## config.mk

```make
export PLATFORM = sky130hd
export DESIGN_NAME = axi_rd_lane_unpack
export DESIGN_NICKNAME = d
export VERILOG_FILES = /design/src/rtl/axi_rd_lane_unpack.sv
export SDC_FILE = /design/constraint.sdc
export NUM_CORES = 1
export LEC_CHECK = 0
export CAP_MARGIN = 25
export CORE_MARGIN = 2
export CORE_UTILIZATION = 40
export DETAILED_ROUTE_END_ITERATION = 6
export PLACE_DENSITY = 0.79
export SYNTH_ARGS = -nofsm -noshare
export SYNTH_HDL_FRONTEND = slang
export SYNTH_SLANG_ARGS = --single-unit
export TNS_END_PERCENT = 50
```

## constraint.sdc

```tcl
create_clock -name clk -period 2.7 [get_ports clk]
set_input_delay 0.54 -clock clk [delete_from_list [all_inputs] [get_ports clk]]
set_output_delay 0.54 -clock clk [all_outputs]
set_load 0.05 [all_outputs]
```

## src/rtl/axi_rd_lane_unpack.sv

```systemverilog
// Read-data lane unpacker: selects the addressed bytes of each 64-bit read beat,
// right-justifies them, zero-fills the rest and tags each beat with last/error status.
module axi_rd_lane_unpack #(
   parameter int ADDR_W = 32,
   parameter int LEN_W  = 8
) (
   input  logic              clk,
   input  logic              rst_n,
   input  logic              ar_valid,
   output logic              ar_ready,
   input  logic [ADDR_W-1:0] ar_addr,
   input  logic [1:0]        ar_size,
   input  logic [LEN_W-1:0]  ar_len,
   input  logic [1:0]        ar_burst,
   input  logic              r_valid,
   output logic              r_ready,
   input  logic [63:0]       r_data,
   input  logic              r_last,
   output logic              o_valid,
   input  logic              o_ready,
   output logic [63:0]       o_data,
   output logic [7:0]        o_lane,
   output logic              o_last,
   output logic              o_err
);

   typedef enum logic {IDLE = 1'b0, BUSY = 1'b1} state_t;

   state_t             state_reg, state_next;
   logic [ADDR_W-1:0]  addr_reg, addr_next;
   logic [1:0]         size_reg, size_next;
   logic [LEN_W-1:0]   len_reg, len_next;
   logic [LEN_W-1:0]   count_reg, count_next;
   logic               fixed_reg, fixed_next;
   logic               o_valid_reg, o_valid_next;
   logic [63:0]        o_data_reg, o_data_next;
   logic [7:0]         o_lane_reg, o_lane_next;
   logic               o_last_reg, o_last_next;
   logic               o_err_reg, o_err_next;

   logic               accept;
   logic [2:0]         lo;
   logic [7:0]         lane_base;
   logic [63:0]        data_mask;
   logic [ADDR_W-1:0]  step;
   logic [ADDR_W-1:0]  aligned;
   logic               beat_last;

   // Lane offset of the current beat, rounded down to the beat size.
   always_comb begin
      lo        = (addr_reg[2:0] >> size_reg) << size_reg;
      step      = ADDR_W'(4'd1 << size_reg);
      aligned   = addr_reg & ~(step - ADDR_W'(1));
      beat_last = (count_reg == len_reg);
      case (size_reg)
         2'd0:    begin lane_base = 8'h01; data_mask = 64'h0000_0000_0000_00FF; end
         2'd1:    begin lane_base = 8'h03; data_mask = 64'h0000_0000_0000_FFFF; end
         2'd2:    begin lane_base = 8'h0F; data_mask = 64'h0000_0000_FFFF_FFFF; end
         default: begin lane_base = 8'hFF; data_mask = 64'hFFFF_FFFF_FFFF_FFFF; end
      endcase
   end

   always_comb begin
      state_next   = state_reg;
      addr_next    = addr_reg;
      size_next    = size_reg;
      len_next     = len_reg;
      count_next   = count_reg;
      fixed_next   = fixed_reg;
      o_valid_next = o_valid_reg;
      o_data_next  = o_data_reg;
      o_lane_next  = o_lane_reg;
      o_last_next  = o_last_reg;
      o_err_next   = o_err_reg;

      ar_ready = (state_reg == IDLE);
      r_ready  = (state_reg == BUSY) && (!o_valid_reg || o_ready);
      accept   = r_valid && r_ready;

      case (state_reg)
         IDLE: begin
            if (ar_valid) begin
               addr_next  = ar_addr;
               size_next  = ar_size;
               len_next   = ar_len;
               fixed_next = (ar_burst == 2'b00);
               count_next = '0;
               state_next = BUSY;
            end
         end
         default: begin
            if (accept) begin
               count_next = count_reg + LEN_W'(1);
               if (!fixed_reg)
                  addr_next = aligned + step;
               // Own count ends the burst regardless of what r_last says.
               if (beat_last)
                  state_next = IDLE;
            end
         end
      endcase

      // Output stage: a new beat overwrites a draining one with no bubble.
      if (accept) begin
         o_valid_next = 1'b1;
         o_data_next  = (r_data >> {lo, 3'b000}) & data_mask;
         o_lane_next  = lane_base << lo;
         o_last_next  = beat_last;
         o_err_next   = (r_last != beat_last);
      end else if (o_ready && o_valid_reg) begin
         o_valid_next = 1'b0;
      end
   end

   always_ff @(posedge clk or negedge rst_n) begin
      if (!rst_n) begin
         state_reg   <= IDLE;
         addr_reg    <= '0;
         size_reg    <= '0;
         len_reg     <= '0;
         count_reg   <= '0;
         fixed_reg   <= 1'b0;
         o_valid_reg <= 1'b0;
         o_data_reg  <= '0;
         o_lane_reg  <= '0;
         o_last_reg  <= 1'b0;
         o_err_reg   <= 1'b0;
      end else begin
         state_reg   <= state_next;
         addr_reg    <= addr_next;
         size_reg    <= size_next;
         len_reg     <= len_next;
         count_reg   <= count_next;
         fixed_reg   <= fixed_next;
         o_valid_reg <= o_valid_next;
         o_data_reg  <= o_data_next;
         o_lane_reg  <= o_lane_next;
         o_last_reg  <= o_last_next;
         o_err_reg   <= o_err_next;
      end
   end

   assign o_valid = o_valid_reg;
   assign o_data  = o_data_reg;
   assign o_lane  = o_lane_reg;
   assign o_last  = o_last_reg;
   assign o_err   = o_err_reg;

endmodule

```

==> results.json, run 1 <==
{
  "outcome": "complete, no violations",
  "place_area_sq_um": 6840,
  "synth-async-reset-ratio_pct": 100,
  "grtUsageTotal_pct": 22.5,
  "final_nets": 780,
  "synth_top_area_cell": "dfrtp_1",
  "grt_start_max_net_pins": 50,
  "antenna_found_initial": 0,
  "grt_overflow": 0,
  "synth_compound_area_share_pct": 12.9,
  "fmax_mhz": 412,
  "rsz0062_at_grt": "no",
  "ys_seq_elements": 98,
  "final_area_sq_um": 7150,
  "insertion_delay_ns": 0.35,
  "num-fill-cells": 1017,
  "cts.sinks": 98,
  "dr.pass1.iters": 5,
  "core-area_sq_um": 12200,
  "num_antenna_cells": 0,
  "power_mw": 8.11,
  "ios": 191,
  "cp-end-kind": "output pin",
  "postRouteAntennaNets": 0,
  "synthSimpleGateAreaFrac_pct": 19.0,
  "synth_warnings": 0,
  "cts_tree": "built",
  "synth_top_cell_area_share_pct": 48.8,
  "wl_per_cell_microns": 17.9,
  "syn_to_final_growth_pct": 42.2,
  "dr_total_vias": 4495,
  "cts-root-buf": "clkbuf_16",
  "setup_viol": 0,
  "finalClockSkew_ns": 0.0130,
  "die_w_microns": 116,
  "start_kind": "flop",
  "cts_max_level": 3,
  "clk_pin_slew_worst_paths_ns": 0.07,
  "ff_latch_area_sq_um": 2450,
  "drv_cap": 0,
  "yosysSeqAreaShare_pct": 48.8,
  "cts_buffer_depth": 2,
  "dp_hpwl_microns": 11000,
  "port_buffers": 161,
  "cts_setup_buffers": 0,
  "synthXorXnorAreaFrac_pct": 1.57,
  "grt_pass1_wl_microns": 23100,
  "placementRows": 40,
  "die_y_microns": 116,
  "worstPathMaxFanout": 11,
  "drive_above_1_share_pct": 9.60,
  "syn_area_sq_um": 5030,
  "synthAdderAreaFrac_pct": 0.896,
  "route.detailed.drc": 0,
  "initial_core_util_pct": 41.4,
  "final-max-slew-violation-count": 0,
  "leakage_nw": 3.19,
  "required_ns": 2.16,
  "layout_common_cells": "clkdlybuf4s50_1 (159), nand2_1 (134), dfrtp_1 (98), nand3_1 (35), o21ai_0 (31)",
  "p_per_area_nw_per_um2": 1130,
  "final_common_cell": "clkdlybuf4s50_1",
  "netlist-cell-type-count": 43,
  "worstSetupPathType": "reg -> out",
  "ir_drop_mv": 0.479,
  "relSlewSlack_pct": 47.5,
  "grt_pass1_vias": 4367,
  "period_share_pct": 90.0,
  "ctsHoldBuffers": 0,
  "drt_wl_total_microns": 14900,
  "worstHoldPathType": "in -> async",
  "vias_per_cell": 5.38,
  "multi_input_comb_area_sq_um": 2360,
  "largest_reg_flops": 64,
  "muxShareOfSynthArea_pct": 12.3,
  "dieArea_sq_um": 13500,
  "place.gp.congestion": 0.899,
  "yosys-top-cells-area": "dfrtp_1 (49%), nand2_1 (10%), mux4_2 (7.2%), mux2i_1 (5.2%), nand3_1 (3.6%)",
  "setup_tns_ns": 0,
  "hold_viol_final": 0,
  "synth_ff_type": "dfrtp_1",
  "cts_buffers": 9,
  "synthCells": 512,
  "synth_edf_count": 0,
  "period_minus_slack_ns": 2.43,
  "syn_avg_cell_area_sq_um": 9.82,
  "drtIter0Drc": 400,
  "worst_slew_pin_slew_ns": 0.788,
  "syn-num-nets": 629,
  "cts_resized": 0,
  "worstPathArrival_ns": 1.89,
  "synth_top_family_by_area": "simple AND/OR/NAND/NOR gates"
}
==> final cells by class <==
cell class | count | area share (%)
Clock buffer | 10 | 3.34
Clock inverter | 5 | 1.10
Inverter | 4 | 0.210
Multi-Input combinational cell | 369 | 33.0
Sequential cell | 98 | 34.3
Tap cell | 168 | 2.94
Timing Repair Buffer | 181 | 25.1
==> power by group <==
| group | switching, mW | internal, mW | leakage [nW] | total, mW |
|---|---|---|---|---|
| Combinational | 2.72 | 1.63 | 1.75 | 4.35 |
| Clock | 0.549 | 0.831 | 0.158 | 1.38 |
| Sequential | 0.404 | 1.97 | 1.28 | 2.38 |
==> path summary, 6_finish.rpt <==
kind                             start          to  slack (ns)  cells past startpoint
setup / recovery             state_reg    ar_ready        0.27                      2
hold / removal                   rst_n       o_err        0.22                      1
setup reg to reg           size_reg[1]   o_data[2]        0.46                      5
hold reg to reg             o_data[32]  o_data[32]        0.47                      2
max in group asynchronous        rst_n  o_data[11]        1.71                      2
min in group clk            o_data[32]  o_data[32]        0.47                      2
==> metal layers <==
metal / GRT usage (%) / routed length [microns] / vias up
met4: 7.06 / 287 / 0
li1: - / - / 2096
met5: 0 / 0 / -
met2: 38.0 / 7370 / 197
met1: 30.1 / 6110 / 2176
met3: 3.63 / 1150 / 26
==> cell usage after synthesis (7+ instances only) <==
cell type	count
dfrtp_1	98
a22o_1	8
mux2i_1	26
a2111oi_0	8
a21o_1	9
xnor2_1	9
nand3_1	36
a221o_1	8
clkbuf_1	22
mux4_2	16
o21ai_2	7
o21ai_0	31
nand2_1	134
a21oi_1	8
nor2_1	25
==> worst max-delay path, stage by stage, from the launching register on <==
cell and delay (ns):
dfrtp_1 0.51, inv_1 0.20, clkdlybuf4s50_1 0.83
==> metrics by stage <==
| step | setup WS (ns) | util [%] | hold slack, ns | std cells |
|---|---|---|---|---|
| floorplan | 0.517 | - | 0.244 | 512 |
| global placement | 0.310 | 56.2 | 0.455 | 820 |
| detailed placement | 0.254 | 56.2 | 0.456 | 820 |
| CTS | 0.270 | 58.8 | 0.237 | 835 |
| global route | 0.185 | 58.8 | 0.264 | 835 |
| finish | 0.270 | 58.8 | 0.219 | 835 |
==> cells by family after synthesis <==
family / after synthesis
flip-flops: 98
AND/OR/NAND/NOR: 222
multiplexers: 42
AO/OA/AOI/OAI: 93
XOR/XNOR: 9
buffers and inverters: 45
adder cells (fa/ha/maj): 3
Note: power is estimated with default switching activity, not from simulation.
==> run 2, diff against run 1 <==
CORE_UTILIZATION = 41   (was 40)
PLACE_DENSITY = 0.8   (was 0.79)
clock period = 2.79 ns   (was 2.7 ns; I/O delays follow)
==> run 2 against run 1 <==
Final cell count down 2.9%. Clock power down 6%. Design area down 0.91%. Sequential power down 3%. Clock skew down 0.0038 ns. Register-to-register slack better by 0.06 ns. Largest cell class unchanged.
==> results.json, run 2 (synthesized netlist as in run 1, its figures left out) <==
{
  "syn_to_final_growth_pct": 40.9,
  "drive_above_1_share_pct": 8.73,
  "outcome": "complete, no violations",
  "cts_max_level": 3,
  "wl_per_cell_microns": 18.3,
  "largest_reg_flops": 64,
  "grtUsageTotal_pct": 22.5,
  "postRouteAntennaNets": 0,
  "die_w_microns": 115,
  "cts.sinks": 98,
  "dp_hpwl_microns": 10900,
  "start_kind": "flop",
  "cts-root-buf": "clkbuf_16",
  "busiest_layer": "met2",
  "worstPathArrival_ns": 1.93,
  "cts_buffers": 9,
  "leakage_nw": 3.17,
  "setup_tns_ns": 0,
  "worstHoldPathType": "in -> async",
  "finalClockSkew_ns": 0.00912,
  "cts_tree": "built",
  "insertion_delay_ns": 0.34,
  "place.gp.congestion": 0.900,
  "final_common_cell": "clkdlybuf4s50_1",
  "cts_resized": 0,
  "internal_power_mw": 4.26,
  "placementRows": 40,
  "final-max-slew-violation-count": 0,
  "layout_common_cells": "clkdlybuf4s50_1 (159), nand2_1 (134), dfrtp_1 (98), nand3_1 (35), o21ai_0 (31)",
  "vias_per_cell": 5.56,
  "drv_cap": 0,
  "ir_drop_mv": 0.461,
  "worst_slew_pin_slew_ns": 0.775,
  "fmax_mhz": 401,
  "relSlewSlack_pct": 48.3,
  "initial_core_util_pct": 41.9,
  "seq_power_share_pct": 29.4,
  "num_antenna_cells": 0,
  "hold_viol_final": 0,
  "use_met3_pct": 4.80,
  "setup_viol": 0,
  "grt_start_max_net_pins": 61,
  "cts_buffer_depth": 2,
  "final_nets": 777,
  "grt_pass1_wl_microns": 23300,
  "clock_power_share_pct": 16.6,
  "period_share_pct": 89.3,
  "core-area_sq_um": 12000,
  "dieArea_sq_um": 13200,
  "dr.pass1.iters": 5,
  "dr_total_vias": 4507,
  "met2_usage_pct": 38.5,
  "grt_pass1_vias": 4502,
  "route.detailed.drc": 0,
  "p_sw_mw": 3.54,
  "cp-end-kind": "output pin",
  "ctsHoldBuffers": 0,
  "p_comb_share_pct": 54.0,
  "p_per_area_nw_per_um2": 1100,
  "period_minus_slack_ns": 2.49,
  "die_y_microns": 115,
  "cts_setup_buffers": 0,
  "whs_ns": 0.290,
  "num-fill-cells": 1044,
  "drt_wl_total_microns": 14800,
  "port_buffers": 161,
  "grt_overflow": 0,
  "switching_share_pct": 45.4,
  "drtIter0Drc": 319,
  "rsz0062_at_grt": "no",
  "antenna_found_initial": 0,
  "grt_use_met1_pct": 29.3,
  "worstPathMaxFanout": 11,
  "clk_pin_slew_worst_paths_ns": 0.07,
  "required_ns": 2.23,
  "ios": 191,
  "worstSetupPathType": "reg -> out"
}
[run 2: cell types whose count changed in the layout (fill, tap and decap cells not counted)]
cell      before  now
buf_4         19   16
clkbuf_1       0    3
clkbuf_8       1    0
clkinv_2       2    1
clkinv_4       1    0
[run 2: routing by layer]
metal | vias up | part of all wire [%]
li1 | 2093 | -
met1 | 2211 | 41
met2 | 177 | 51
met3 | 26 | 6.3
met4 | 0 | 1.8
met5 | - | 0
[run 2: final timing paths]
check,end,startpoint,slack [ns],cells past startpoint
max in group asynchronous,o_data[27],rst_n,1.82,2
max reg2reg,addr_reg[2],size_reg[1],0.52,9
max,ar_ready,state_reg,0.30,2
min,len_reg[3],rst_n,0.29,1
min reg2reg,o_lane[5],o_lane[5],0.47,2
min in group clk,o_lane[5],o_lane[5],0.47,2
[run 2: final cells by class]
type | count | area (sq um) | share of cell area [%]
sequential | 98 | 2450 | 34.6
tap | 147 | 184 | 2.59
multi-input combinational | 369 | 2360 | 33.3
clock buffer | 12 | 236 | 3.34
timing repair buffer | 178 | 1770 | 25.0
inverter | 4 | 15.0 | 0.212
clock inverter | 3 | 65.1 | 0.918
[run 2: power groups by stage]
stage          clock network (mW)  registers, mW  logic [mW]
4_1_cts                      1.32           2.30        4.23
5_1_grt                      1.38           2.36        4.48
6_report                     1.30           2.30        4.21
3_3_place_gp                    0           2.29        4.14
2_1_floorplan                   0           3.45        1.70
3_5_place_dp                    0           2.32        4.22
[run 2: critical path, stage by stage (launching register included)]
cell and delay, ns:
dfrtp_1 0.52, inv_1 0.23, clkdlybuf4s50_1 0.84
[run 2: stage by stage]
stage	std cells	total power, mW	setup WS, ns	utilization, %	cell area, sq um
global route	811	8.21	0.230	59.0	7090
floorplan	512	5.15	0.607	-	5030
finish	811	7.81	0.299	59.0	7090
detailed placement	796	6.53	0.367	56.5	6790
CTS	811	7.85	0.308	59.0	7090
global placement	796	6.43	0.466	56.5	6790
